--- config.mk ---
export PLATFORM = sky130hd
export DESIGN_NAME = div_unit
export DESIGN_NICKNAME = d
export VERILOG_FILES = /design/src/rtl/div_unit.sv
export SDC_FILE = /design/constraint.sdc
export NUM_CORES = 1
export LEC_CHECK = 0
export BUFFER_PORTS_ARGS = -buffer_cell sky130_fd_sc_hd__buf_2
export CORE_MARGIN = 5
export CORE_UTILIZATION = 30
export CTS_CLUSTER_SIZE = 8
export DETAILED_ROUTE_END_ITERATION = 6
export SETUP_SLACK_MARGIN = 0.02
export SLEW_MARGIN = 25
export SYNTH_ARGS = -nofsm -noshare
export SYNTH_HDL_FRONTEND = slang
export SYNTH_SLANG_ARGS = --single-unit
--- constraint.sdc ---
create_clock -name clk -period 3.45 [get_ports clk]
set_input_delay 0.345 -clock clk [delete_from_list [all_inputs] [get_ports clk]]
set_output_delay 0.345 -clock clk [all_outputs]
set_load 0.02 [all_outputs]
--- src/rtl/div_unit.sv ---
// div_unit: sequential signed divider (MIPS div semantics), start/stop handshake responder.
// Latency: stop_div and results valid WIDTH+1 cycles after the accepted start edge; divide-by-zero answers after 1 cycle.
// Backpressure: none; start_div is ignored while busy, and results hold until the next completion or reset.
//
// Ports:
//   clk, reset          rising-edge clock, synchronous active-high reset
//   a_in, b_in          dividend / divisor (two's complement), sampled only when a start is accepted
//   start_div           request, level-sampled on each edge while idle
//   busy                high while a divide is iterating or being sign-corrected
//   stop_div, div_zero  one-cycle done pulse; div_zero accompanies it when the divisor was zero
//   hi_out, lo_out      remainder / quotient registers
module div_unit #(
  parameter int WIDTH = 32
) (
  input  logic             clk,
  input  logic             reset,
  input  logic [WIDTH-1:0] a_in,
  input  logic [WIDTH-1:0] b_in,
  input  logic             start_div,
  output logic             busy,
  output logic             stop_div,
  output logic             div_zero,
  output logic [WIDTH-1:0] hi_out,
  output logic [WIDTH-1:0] lo_out
);

  localparam logic [1:0] S_IDLE = 2'd0;
  localparam logic [1:0] S_RUN  = 2'd1;
  localparam logic [1:0] S_FIX  = 2'd2;
  localparam int CW = $clog2(WIDTH) + 1;

  logic [1:0]       state;
  logic [WIDTH-1:0] quot;     // dividend magnitude shifting out, quotient bits shifting in
  logic [WIDTH-1:0] dvsr;     // divisor magnitude
  logic [WIDTH-1:0] rem;      // partial remainder
  logic [CW-1:0]    cnt;
  logic             sign_q;
  logic             sign_r;

  logic [WIDTH-1:0] a_mag;
  logic [WIDTH-1:0] b_mag;
  logic [WIDTH:0]   shifted;
  logic [WIDTH:0]   trial;
  logic             trial_ok;

  // Magnitudes are unsigned, so the most negative value maps onto itself correctly.
  assign a_mag = a_in[WIDTH-1] ? (~a_in + 1'b1) : a_in;
  assign b_mag = b_in[WIDTH-1] ? (~b_in + 1'b1) : b_in;

  // One extra bit: the shifted remainder can reach 2*divisor-1, and the
  // trial difference lies in [-2^WIDTH, 2^WIDTH), so its top bit is the sign.
  assign shifted  = {rem, quot[WIDTH-1]};
  assign trial    = shifted - {1'b0, dvsr};
  assign trial_ok = ~trial[WIDTH];

  assign busy = (state != S_IDLE);

  always_ff @(posedge clk) begin
    if (reset) begin
      state    <= S_IDLE;
      quot     <= '0;
      dvsr     <= '0;
      rem      <= '0;
      cnt      <= '0;
      sign_q   <= 1'b0;
      sign_r   <= 1'b0;
      stop_div <= 1'b0;
      div_zero <= 1'b0;
      hi_out   <= '0;
      lo_out   <= '0;
    end else begin
      stop_div <= 1'b0;
      div_zero <= 1'b0;
      case (state)
        S_IDLE: begin
          if (start_div) begin
            if (b_in == '0) begin
              // Answer immediately; result registers keep their previous values.
              stop_div <= 1'b1;
              div_zero <= 1'b1;
            end else begin
              quot   <= a_mag;
              dvsr   <= b_mag;
              rem    <= '0;
              cnt    <= '0;
              sign_q <= a_in[WIDTH-1] ^ b_in[WIDTH-1];
              sign_r <= a_in[WIDTH-1];
              state  <= S_RUN;
            end
          end
        end
        S_RUN: begin
          quot <= {quot[WIDTH-2:0], trial_ok};
          rem  <= trial_ok ? trial[WIDTH-1:0] : shifted[WIDTH-1:0];
          cnt  <= cnt + 1'b1;
          if (cnt == CW'(WIDTH - 1)) state <= S_FIX;
        end
        S_FIX: begin
          lo_out   <= sign_q ? (~quot + 1'b1) : quot;
          hi_out   <= sign_r ? (~rem + 1'b1) : rem;
          stop_div <= 1'b1;
          state    <= S_IDLE;
        end
        default: state <= S_IDLE;
      endcase
    end
  end

endmodule

# == Yosys cells after proc, flatten, opt, wreduce, memory -nomap -nowiden ==
# Cells that the tools add are included.
# word_totals
out_inout_bits,67
elab_cells,60
input_bits,67
register_bits,172
# classes
add_sub_neg,6
eq_ne,6
bitwise,8
muxes,21
reduce_logical,8
# op_table
op,n
32-bit two-way mux,9
32-bit by 1-bit adder with 32-bit output (second input constant),4
32-bit NOT,4
32-bit case mux with 2 select lines,2
33-bit by 32-bit subtractor with 33-bit output,1
32-bit zero test,1
6-bit two-way mux,2
6-bit case mux with 2 select lines,1
3-bit AND reduction,3
6-bit by 1-bit adder with 6-bit output (second input constant),1
6-bit by 5-bit == test with 1-bit output (second input constant),1
2-bit two-way mux,3
2-bit != test (second input constant),3
2-bit case mux with 2 select lines,1
2-bit nonzero test,2
1-bit NOT,3
2-bit by 1-bit == test with 1-bit output (second input constant),1
2-bit == test (second input constant),1
2-bit zero test,1
1-bit two-way mux,2
1-bit case mux with 2 select lines,1
2-bit OR reduction,1
1-bit XOR,1

# == Depth between registers and ports, before layout ==
# Gate-level depths: netlist (run 1).
# logic_depth
depth_word,6
mapped_depth,15
ltp_nobuf,13

# == Worst setup path after synthesis (run 1) ==
# OpenSTA, ideal clock, no wires.
# synth_path
path_kind,register to register
startpoint,register quot[31]
endpoint,register rem[2]
required_time_ns,3.333
setup_slack_ns,-0.058
stages_incl_launch_ff,15
setup_ns,0.117
n_path_buf,2
period_less_slack_ns,3.508
t_arrival_ns,3.391
path_cell_list,dfxtp_1 inv_1 ha_1 fa_1 nand2b_1 a21oi_1 o31ai_1 o21a_1 a2111oi_0 a41oi_1 xnor2_1 buf_2 clkbuf_1 o21ai_0 a22o_2
# synth_between
elab_chain_cells,3
# synth_lines
item,line,text
from (decl),33,logic [WIDTH-1:0] quot;
from (signal assigned),82,quot <= a_mag;
from (signal assigned),93,"quot <= {quot[WIDTH-2:0], trial_ok};"
33-bit by 32-bit subtractor with 33-bit output,53,"assign trial = shifted - {1'b0, dvsr};"
32-bit two-way mux,94,rem <= trial_ok ? trial[WIDTH-1:0] : shifted[WIDTH-1:0];
32-bit case mux with 2 select lines,74,case (state)
to (signal assigned),94,
to (decl),35,logic [WIDTH-1:0] rem;
# No other way between the ends.
# A chain may end at the register's enable or synchronous reset.

# == Final worst setup path (run 1) ==
# layout_path
startpoint,register rem[2]
endpoint,register hi_out[31]
# layout_between
elab_chain_cells,3
# layout_lines
item,line,text
32-bit NOT,100,hi_out <= sign_r ? (~rem + 1'b1) : rem;
32-bit by 1-bit adder with 32-bit output,100,
32-bit two-way mux,100,
to (signal assigned),100,
to (decl),23,"output logic [WIDTH-1:0] hi_out,"
# No other way between the ends.

==> reports/qor.csv, run 1 <==
metric,value,unit
drt-wirelength-per-cell,16.3,um
result_of_the_run,finished clean,
synthFlopType,sky130_fd_sc_hd__dfxtp_1,
maxSlewViolCount,0,
post-route-drc-count,0,
drive_above_1_share,18.2,%
slowest_delay,590,ps
die-width,196,um
share_of_synthesized_area_spent_on_multiplexers,1.73,%
dpl.cell_count,1850,
cap_violations,0,
count_of_h_tree_levels_built_during_cts,4,
power.share.switching,40.9,%
critical_path_arrival,3650,ps
yosys.area_share.adder,4.64,%
cp_max_fo,6,
clock_network_latency_to_the_later_pin_of_the_worst_skew_pair,440,ps
p_leak,4.90,nW
cts_sinks,172,
gr-total-overflow,0,
fin_crit,3320,ps
clock_power_share,19.9,%
cp_top_family,simple AND/OR/NAND/NOR gates,
mappedNetlistArea,10400,um2
clock_tree.root_cell,sky130_fd_sc_hd__clkbuf_16,
hold_viol_final,0,
part_of_the_power_in_registers,25.5,%
peakVddDrop,0.505,mV
synth_warnings,0,
post_synth_and_or_nand_nor_area_fraction,18.2,%
final-setup-viol-count,0,
core_area,34400,um2
synth_nets,1400,
nFillCells,3623,
intPower,5.64,mW
synth_enable_flop_cells,0,
p_comb_share,54.6,%
rows,68,
total_switching_power,3.91,mW
globalRouteTotalUtil,15.8,%
cpMaxStageDelayCell,sky130_fd_sc_hd__or4_4,
fin_worst_skew,12.3,ps
syn-instance-count,1295,
tritoncts,done,
port_buffers,133,
drt_pass1_iterations,6,
stdcell_count,1888,
critical_path.n_buffers_inverters,0,
via_count_of_the_first_global_routing_pass,9241,
tightest_slew,980,ps
io_pins,134,
initial_antenna_violation_count,0,
rsz_0062_raised_after_global_routing,true,
dp_worst_setup_slack,-153,ps
ff_latch_area,3450,um2
area_delta_synth_final,20.4,%
final_total_negative_setup_slack,0,ps
post_drt_via_cell_ratio,5.12,
n_antenna_cell,0,
synth_async_sr_flop_share,0,%
p_per_area,761,nW/um2
wirelength,30.7,mm
start_util,30.3,%
crit_path_start_kind,register,
synthesis.area_per_instance,8.04,um2
grt_start_max_net_pins,91,
synthXorXnorAreaFrac,12.5,%
worst-endpoint-required,3790,ps
die_area,38500,um2
dr.first_iter.drc_count,615,
maxSlewHeadroom,34.7,%
largest_family_of_logic_cells_by_synthesized_area,compound AO/OA/AOI/OAI gates,
achievable-frequency,0.301,GHz
synth_seq_area_share,33.1,%
postRouteAntennaNets,0,
synthDistinctLibCells,65,
grt_first_pass_wirelength,50.2,mm
min-delay-path-class,in2reg,
yosys_register_bits,172,
routabilityCongestion,0.836,
cp-end-kind,register,
synth-compound-area-share,24.8,%
cts.reportedPaths.clkPinSlew,70,ps
crit_type,reg2reg,
multi_input_logic_area,6570,um2
cts_max_path_buffers,2,
post-dp-hpwl,23.1,mm
cpMostUsedCell,sky130_fd_sc_hd__or4_4,
final_util,36.5,%
final_critical_path_setup_slack,132,ps
final_nets,1525,
chipHeight,196,um
vias,9675,
finalCritPeriodShare,96.2,%
total_clock_buffers_created_by_cts,17,
series_of_cell_instances_along_the_critical_path,"or4_4, or2_4, or4_4, or3_4, or4_4, o31ai_2, xnor2_1, a22o_1",
final cells by class:
cell class | instances | share of cell area [%]
Clock inverter | 10 | 0.839
Clock buffer | 22 | 3.70
Timing Repair Buffer | 189 | 9.47
Multi-Input combinational cell | 990 | 52.5
Sequential cell | 172 | 27.5
Inverter | 50 | 1.50
Tap cell | 455 | 4.54
cells in the mapped netlist, drive strengths merged, types with 20 or more instances:
cell type	instances	area share [%]
clkbuf	69	2.5
nand2	121	4.4
or4	28	2.2
xnor2	69	5.8
o21ai	97	4.7
nor3	20	0.96
o31ai	33	2.5
a21oi	76	3.7
xor2	79	6.6
dfxtp	172	33
inv	50	1.8
nor2	140	5.0
a211oi	79	5.7
ha	37	4.4
a222oi	20	1.9
registers in the layout, summed over array words and instances, names as in the netlist:
signal	flops
cnt	6
dvsr	32
sign_q	1
rem	32
stop_div	1
state	2
div_zero	1
lo_out	32
quot	32
hi_out	32
sign_r	1
routing by layer:
metal / vias up / share of wire, % / GRT usage, % / routed length [um]
met3: 25 / 5.5 / 3.21 / 1690
met1: 4488 / 50 / 23.6 / 15400
met4: 0 / 1.3 / 4.11 / 409
li1: 4928 / - / - / -
met2: 234 / 43 / 23.2 / 13200
met5: - / 0 / 0 / 0
timing repair:
action                                  4_1_cts  5_1_grt
endpoints found under the setup margin       33       34
hold buffers                                  0        0
resized for setup                             7       12
cloned                                        2        0
pin swaps                                     2        4
setup buffers                                 2        1
per-stage QoR:
stage | area, um2 | power (mW) | hold WS, ps
2_1_floorplan | 10400 | 5.84 | 432
3_5_place_dp | 11800 | 7.09 | 442
5_1_grt | 12500 | 10.2 | 166
6_report | 12500 | 9.54 | 170
4_1_cts | 12400 | 9.44 | 156
3_3_place_gp | 11800 | 7.04 | 440
cells in the final DEF (no fill, tap or decap), types with 6 or more instances in the layout:
cell type / Yosys / layout
sky130_fd_sc_hd__a211oi_1: 78 / 78
sky130_fd_sc_hd__a21o_1: 7 / 7
sky130_fd_sc_hd__a21oi_1: 75 / 74
sky130_fd_sc_hd__a222oi_1: 20 / 20
sky130_fd_sc_hd__a22o_1: 6 / 6
sky130_fd_sc_hd__a22oi_1: 11 / 11
sky130_fd_sc_hd__a31oi_1: 7 / 7
sky130_fd_sc_hd__and3_1: 9 / 9
sky130_fd_sc_hd__buf_2: 8 / 132
sky130_fd_sc_hd__buf_4: 2 / 49
sky130_fd_sc_hd__clkbuf_16: 0 / 17
sky130_fd_sc_hd__dfxtp_1: 172 / 170
sky130_fd_sc_hd__ha_1: 37 / 37
sky130_fd_sc_hd__inv_1: 48 / 48
sky130_fd_sc_hd__mux2i_1: 18 / 18
sky130_fd_sc_hd__nand2_1: 121 / 120
sky130_fd_sc_hd__nand2b_1: 11 / 9
sky130_fd_sc_hd__nand3_1: 12 / 12
sky130_fd_sc_hd__nand4_1: 9 / 9
sky130_fd_sc_hd__nor2_1: 140 / 138
sky130_fd_sc_hd__nor2b_1: 12 / 10
sky130_fd_sc_hd__nor3_1: 20 / 19
sky130_fd_sc_hd__o21ai_0: 96 / 96
sky130_fd_sc_hd__o31ai_1: 31 / 30
sky130_fd_sc_hd__o41ai_1: 17 / 17
sky130_fd_sc_hd__or2_2: 6 / 6
sky130_fd_sc_hd__or3_1: 16 / 16
sky130_fd_sc_hd__or4_1: 23 / 23
sky130_fd_sc_hd__xnor2_1: 69 / 68
sky130_fd_sc_hd__xor2_1: 79 / 79
power by group through the flow:
stage | sequential (mW) | combinational (mW) | clock [mW]
finish | 2.43 | 5.21 | 1.90
global route | 2.46 | 5.76 | 2.03
global placement | 2.45 | 4.58 | 0
detailed placement | 2.46 | 4.63 | 0
floorplan | 2.39 | 3.45 | 0
CTS | 2.42 | 5.08 | 1.94
cells by family (layout without fill, tap and decap cells):
logic type	Yosys count	count (layout)
AND/OR/NAND/NOR	401	401
AO/OA/AOI/OAI	385	385
flip-flops	172	172
XOR/XNOR	148	148
buffers and inverters	133	271
adder cells (fa/ha/maj)	38	38
multiplexers	18	18
final timing paths:
| check | slack [ps] | cells after the start | end | startpoint |
|---|---|---|---|---|
| min | 170 | 2 | quot[31]$_SDFFE_PP0P_ | reset |
| max reg2reg | 130 | 8 | hi_out[31]$_SDFFE_PP0P_ | rem[2]$_SDFFE_PP0P_ |
| min reg2reg | 450 | 2 | lo_out[21]$_SDFFE_PP0P_ | lo_out[21]$_SDFFE_PP0P_ |
| max | 130 | 8 | hi_out[31]$_SDFFE_PP0P_ | rem[2]$_SDFFE_PP0P_ |
No activity file was read; power rests on OpenSTA's default activity.
==> run 2, diff against run 1 <==
Settings changed: ABC_AREA set to 1.
==> reports/qor.csv, run 2 <==
metric,value,unit,change
intPower,4.21,mW,-25%
ff_latch_area,3440,um2,about the same
achievable-frequency,0.355,GHz,+18%
grt_first_pass_wirelength,69.3,mm,+38%
postRouteAntennaNets,0,,unchanged
hold_slack,180,ps,+9.61 ps
fin_crit,2820,ps,-503 ps
start_util,30.5,%,+0.19 points
cts.reportedPaths.clkPinSlew,80,ps,about the same
min-delay-path-class,in2reg,,
power,7.52,mW,-21%
wirelength,44.2,mm,+44%
count_of_h_tree_levels_built_during_cts,4,,unchanged
netlist.area_leader.share,26.8,%,-6.3 points
nFillCells,4703,,+30%
synthesis.area_per_instance,6.22,um2,-23%
yosys.area.top_type,sky130_fd_sc_hd__dfxtp_1,,
die_area,47100,um2,+22%
post-dp-hpwl,35.2,mm,+53%
maxSlewViolCount,0,,unchanged
cts_resized,0,,-7
final_util,34.6,%,-1.9 points
dr.first_iter.drc_count,998,,+62%
ff2ff_path_depth,16,,+8
tightest_slew,793,ps,-187 ps
port_buffers,133,,unchanged
cts_max_path_buffers,2,,unchanged
area_delta_synth_final,13.4,%,
yosys_register_bits,172,,unchanged
post-route-drc-count,0,,unchanged
synthFlopType,sky130_fd_sc_hd__dfxtp_1,,
tritoncts,done,,
crit_type,reg2reg,,
design_area,14600,um2,+16%
cpMaxStageDelayCell,sky130_fd_sc_hd__fa_1,,
netlist_top_cells_area,"sky130_fd_sc_hd__dfxtp_1, sky130_fd_sc_hd__nand2_1, sky130_fd_sc_hd__inv_1, sky130_fd_sc_hd__nor2_1, sky130_fd_sc_hd__a21oi_1",,
io_pins,134,,unchanged
cp-end-kind,register,,
n_antenna_cell,0,,unchanged
r2r_slack,630,ps,+500 ps
holdBufCountCts,0,,unchanged
synth_most_common_cell,sky130_fd_sc_hd__nand2_1,,
final_total_negative_setup_slack,0,ps,unchanged
synth_warnings,0,,unchanged
part_of_the_power_in_registers,30.1,%,+4.6 points
dpl.cell_count,2679,,+45%
mostFrequentLayoutCells,"sky130_fd_sc_hd__nand2_1, sky130_fd_sc_hd__inv_1, sky130_fd_sc_hd__nor2_1",,
min_delay_path_depth,3,,+1
vias,13268,,+37%
grtUsageMet3,2.68,%,-0.53 points
clock_power_share,26.8,%,+6.9 points
power.share.switching,44.0,%,+3.1 points
final_critical_path_setup_slack,635,ps,+503 ps
dp_worst_setup_slack,683,ps,+836 ps
critical_path.reg2reg.startpoint,quot[31]$_SDFFE_PP0P_,,
global_route.usage.met2,30.2,%,+7.0 points
mappedNetlistArea,12900,um2,+24%
gr-total-overflow,0,,unchanged
chipHeight,217,um,+11%
multi_input_logic_area,7930,um2,+21%
routabilityCongestion,0.974,,+17%
layout.cells.most_common,sky130_fd_sc_hd__nand2_1,,
cpMostUsedCell,sky130_fd_sc_hd__nand2_1,,
maxSlewHeadroom,47.1,%,+12 points
synthDistinctLibCells,52,,-20%
hold_startpoint,start_div,,
via_count_of_the_first_global_routing_pass,12322,,+33%
regToRegEndpoint,rem[0]$_SDFFE_PP0P_,,
synth_enable_flop_cells,0,,unchanged
cp_max_fo,27,,+21
clock_tree.root_cell,sky130_fd_sc_hd__clkbuf_16,,
fin_worst_skew,13.9,ps,+1.52 ps
globalRouteTotalUtil,18.3,%,+2.5 points
ys_top_cells_by_count,"sky130_fd_sc_hd__nand2_1, sky130_fd_sc_hd__inv_1, sky130_fd_sc_hd__nor2_1, sky130_fd_sc_hd__dfxtp_1, sky130_fd_sc_hd__a21oi_1",,
p_leak,7.19,nW,+47%
final-setup-viol-count,0,,unchanged
drt_pass1_iterations,5,,-1
total_switching_power,3.31,mW,-15%
peakVddDrop,0.354,mV,-30%
finalCritPeriodShare,81.6,%,-15 points
drt-wirelength-per-cell,16.3,um,+0.43%
cts_sinks,172,,unchanged
rows,75,,+10%
global_routing_met1_resource_utilization,25.4,%,+1.8 points
drive_above_1_share,13.8,%,-4.4 points
crit_path_start_kind,register,,
placed_area,14000,um2,+19%
critical_path_arrival,3200,ps,-450 ps
initial_antenna_violation_count,1,,+1
core_area,42200,um2,+23%
cap_violations,0,,unchanged
clock_network_latency_to_the_later_pin_of_the_worst_skew_pair,450,ps,about the same
hold_path_end,stop_div$_SDFF_PP0_,,
worst-endpoint-required,3830,ps,+40 ps
final_nets,2264,,+48%
total_clock_buffers_created_by_cts,17,,unchanged
series_of_cell_instances_along_the_critical_path,"inv_1, ha_1, fa_1, inv_1, nand2_1, nand2_1, nand3_1, nand2_2, nand2_2, nand2_4, nand2_4, nand3_4, nand2_8, nand2_1, nand3_1, a21oi_1",,
p_per_area,516,nW/um2,-32%
post_cts_buffers,0,,-2
syn-instance-count,2068,,+60%
result_of_the_run,finished clean,,
post_drt_via_cell_ratio,4.89,,-4.5%
synth_seq_area_share,26.8,%,-6.3 points
grt_start_max_net_pins,87,,-4.4%
synth_async_sr_flop_share,0,%,unchanged
die-width,217,um,+11%
slowest_delay,390,ps,-200 ps
p_comb_share,43.2,%,-11 points
stdcell_count,2711,,+44%
rsz_0062_raised_after_global_routing,false,,
synth_nets,2173,,+55%
hold_viol_final,0,,unchanged
busiest_layer,met2,,
==> run 2: final cells by class <==
cell class,count,area share (%)
well taps,539,4.62
inverters,306,7.88
clock inverters,13,1.06
flip-flops and latches,172,23.6
multi-input cells,1514,54.3
clock buffers,19,3.04
repair buffers,148,5.46
==> run 2: cells by family (layout without fill, tap and decap cells) <==
group	after synthesis	count (layout)	share of synthesized area, %
and+or+nand+nor	1018	1018	35.4
xor gates and xnor gates	89	89	6.06
buffers and inverters	382	486	11.7
DFF	172	172	26.8
adders and majority gates	38	38	3.75
AOI/OAI and AO/OA	369	369	16.3
==> run 2: power by group through the flow <==
stage / sequential (mW) / combinational (mW) / clock, mW
global placement: 2.30 / 3.21 / 0
finish: 2.26 / 3.25 / 2.01
detailed placement: 2.30 / 3.21 / 0
global route: 2.28 / 3.62 / 2.12
CTS: 2.26 / 3.23 / 2.05
floorplan: 2.23 / 2.48 / 0
==> run 2: worst max-delay path by stage <==
| stage | slack [ps] | endpoint | cells after the start | from |
|---|---|---|---|---|
| 6_report | 630 | rem[0]$_SDFFE_PP0P_ | 16 | quot[31]$_SDFFE_PP0P_ |
| 3_5_place_dp | 680 | rem[30]$_SDFFE_PP0P_ | 13 | rem[28]$_SDFFE_PP0P_ |
| 3_3_place_gp | 710 | rem[31]$_SDFFE_PP0P_ | 13 | rem[28]$_SDFFE_PP0P_ |
| 5_1_grt | 360 | rem[30]$_SDFFE_PP0P_ | 16 | quot[31]$_SDFFE_PP0P_ |
| 4_1_cts | 660 | rem[30]$_SDFFE_PP0P_ | 13 | rem[28]$_SDFFE_PP0P_ |
| 2_1_floorplan | 1200 | rem[19]$_SDFFE_PP0P_ | 18 | quot[31]$_SDFFE_PP0P_ |
==> run 2: critical path, delay by kind of cell, from the launching register on <==
| kind | cells | cell delay [ps] |
|---|---|---|
| AO/OA/AOI/OAI | 1 | 150 |
| adder cells (fa/ha/maj) | 2 | 650 |
| buffers and inverters | 2 | 210 |
| flip-flops | 1 | 350 |
| AND/OR/NAND/NOR | 11 | 1350 |
==> run 2: routing by layer <==
layer,share of wire (%),vias up
met5,0.029,-
met4,1.7,2
met3,4.9,51
met2,46,324
met1,48,6091
li1,-,6800
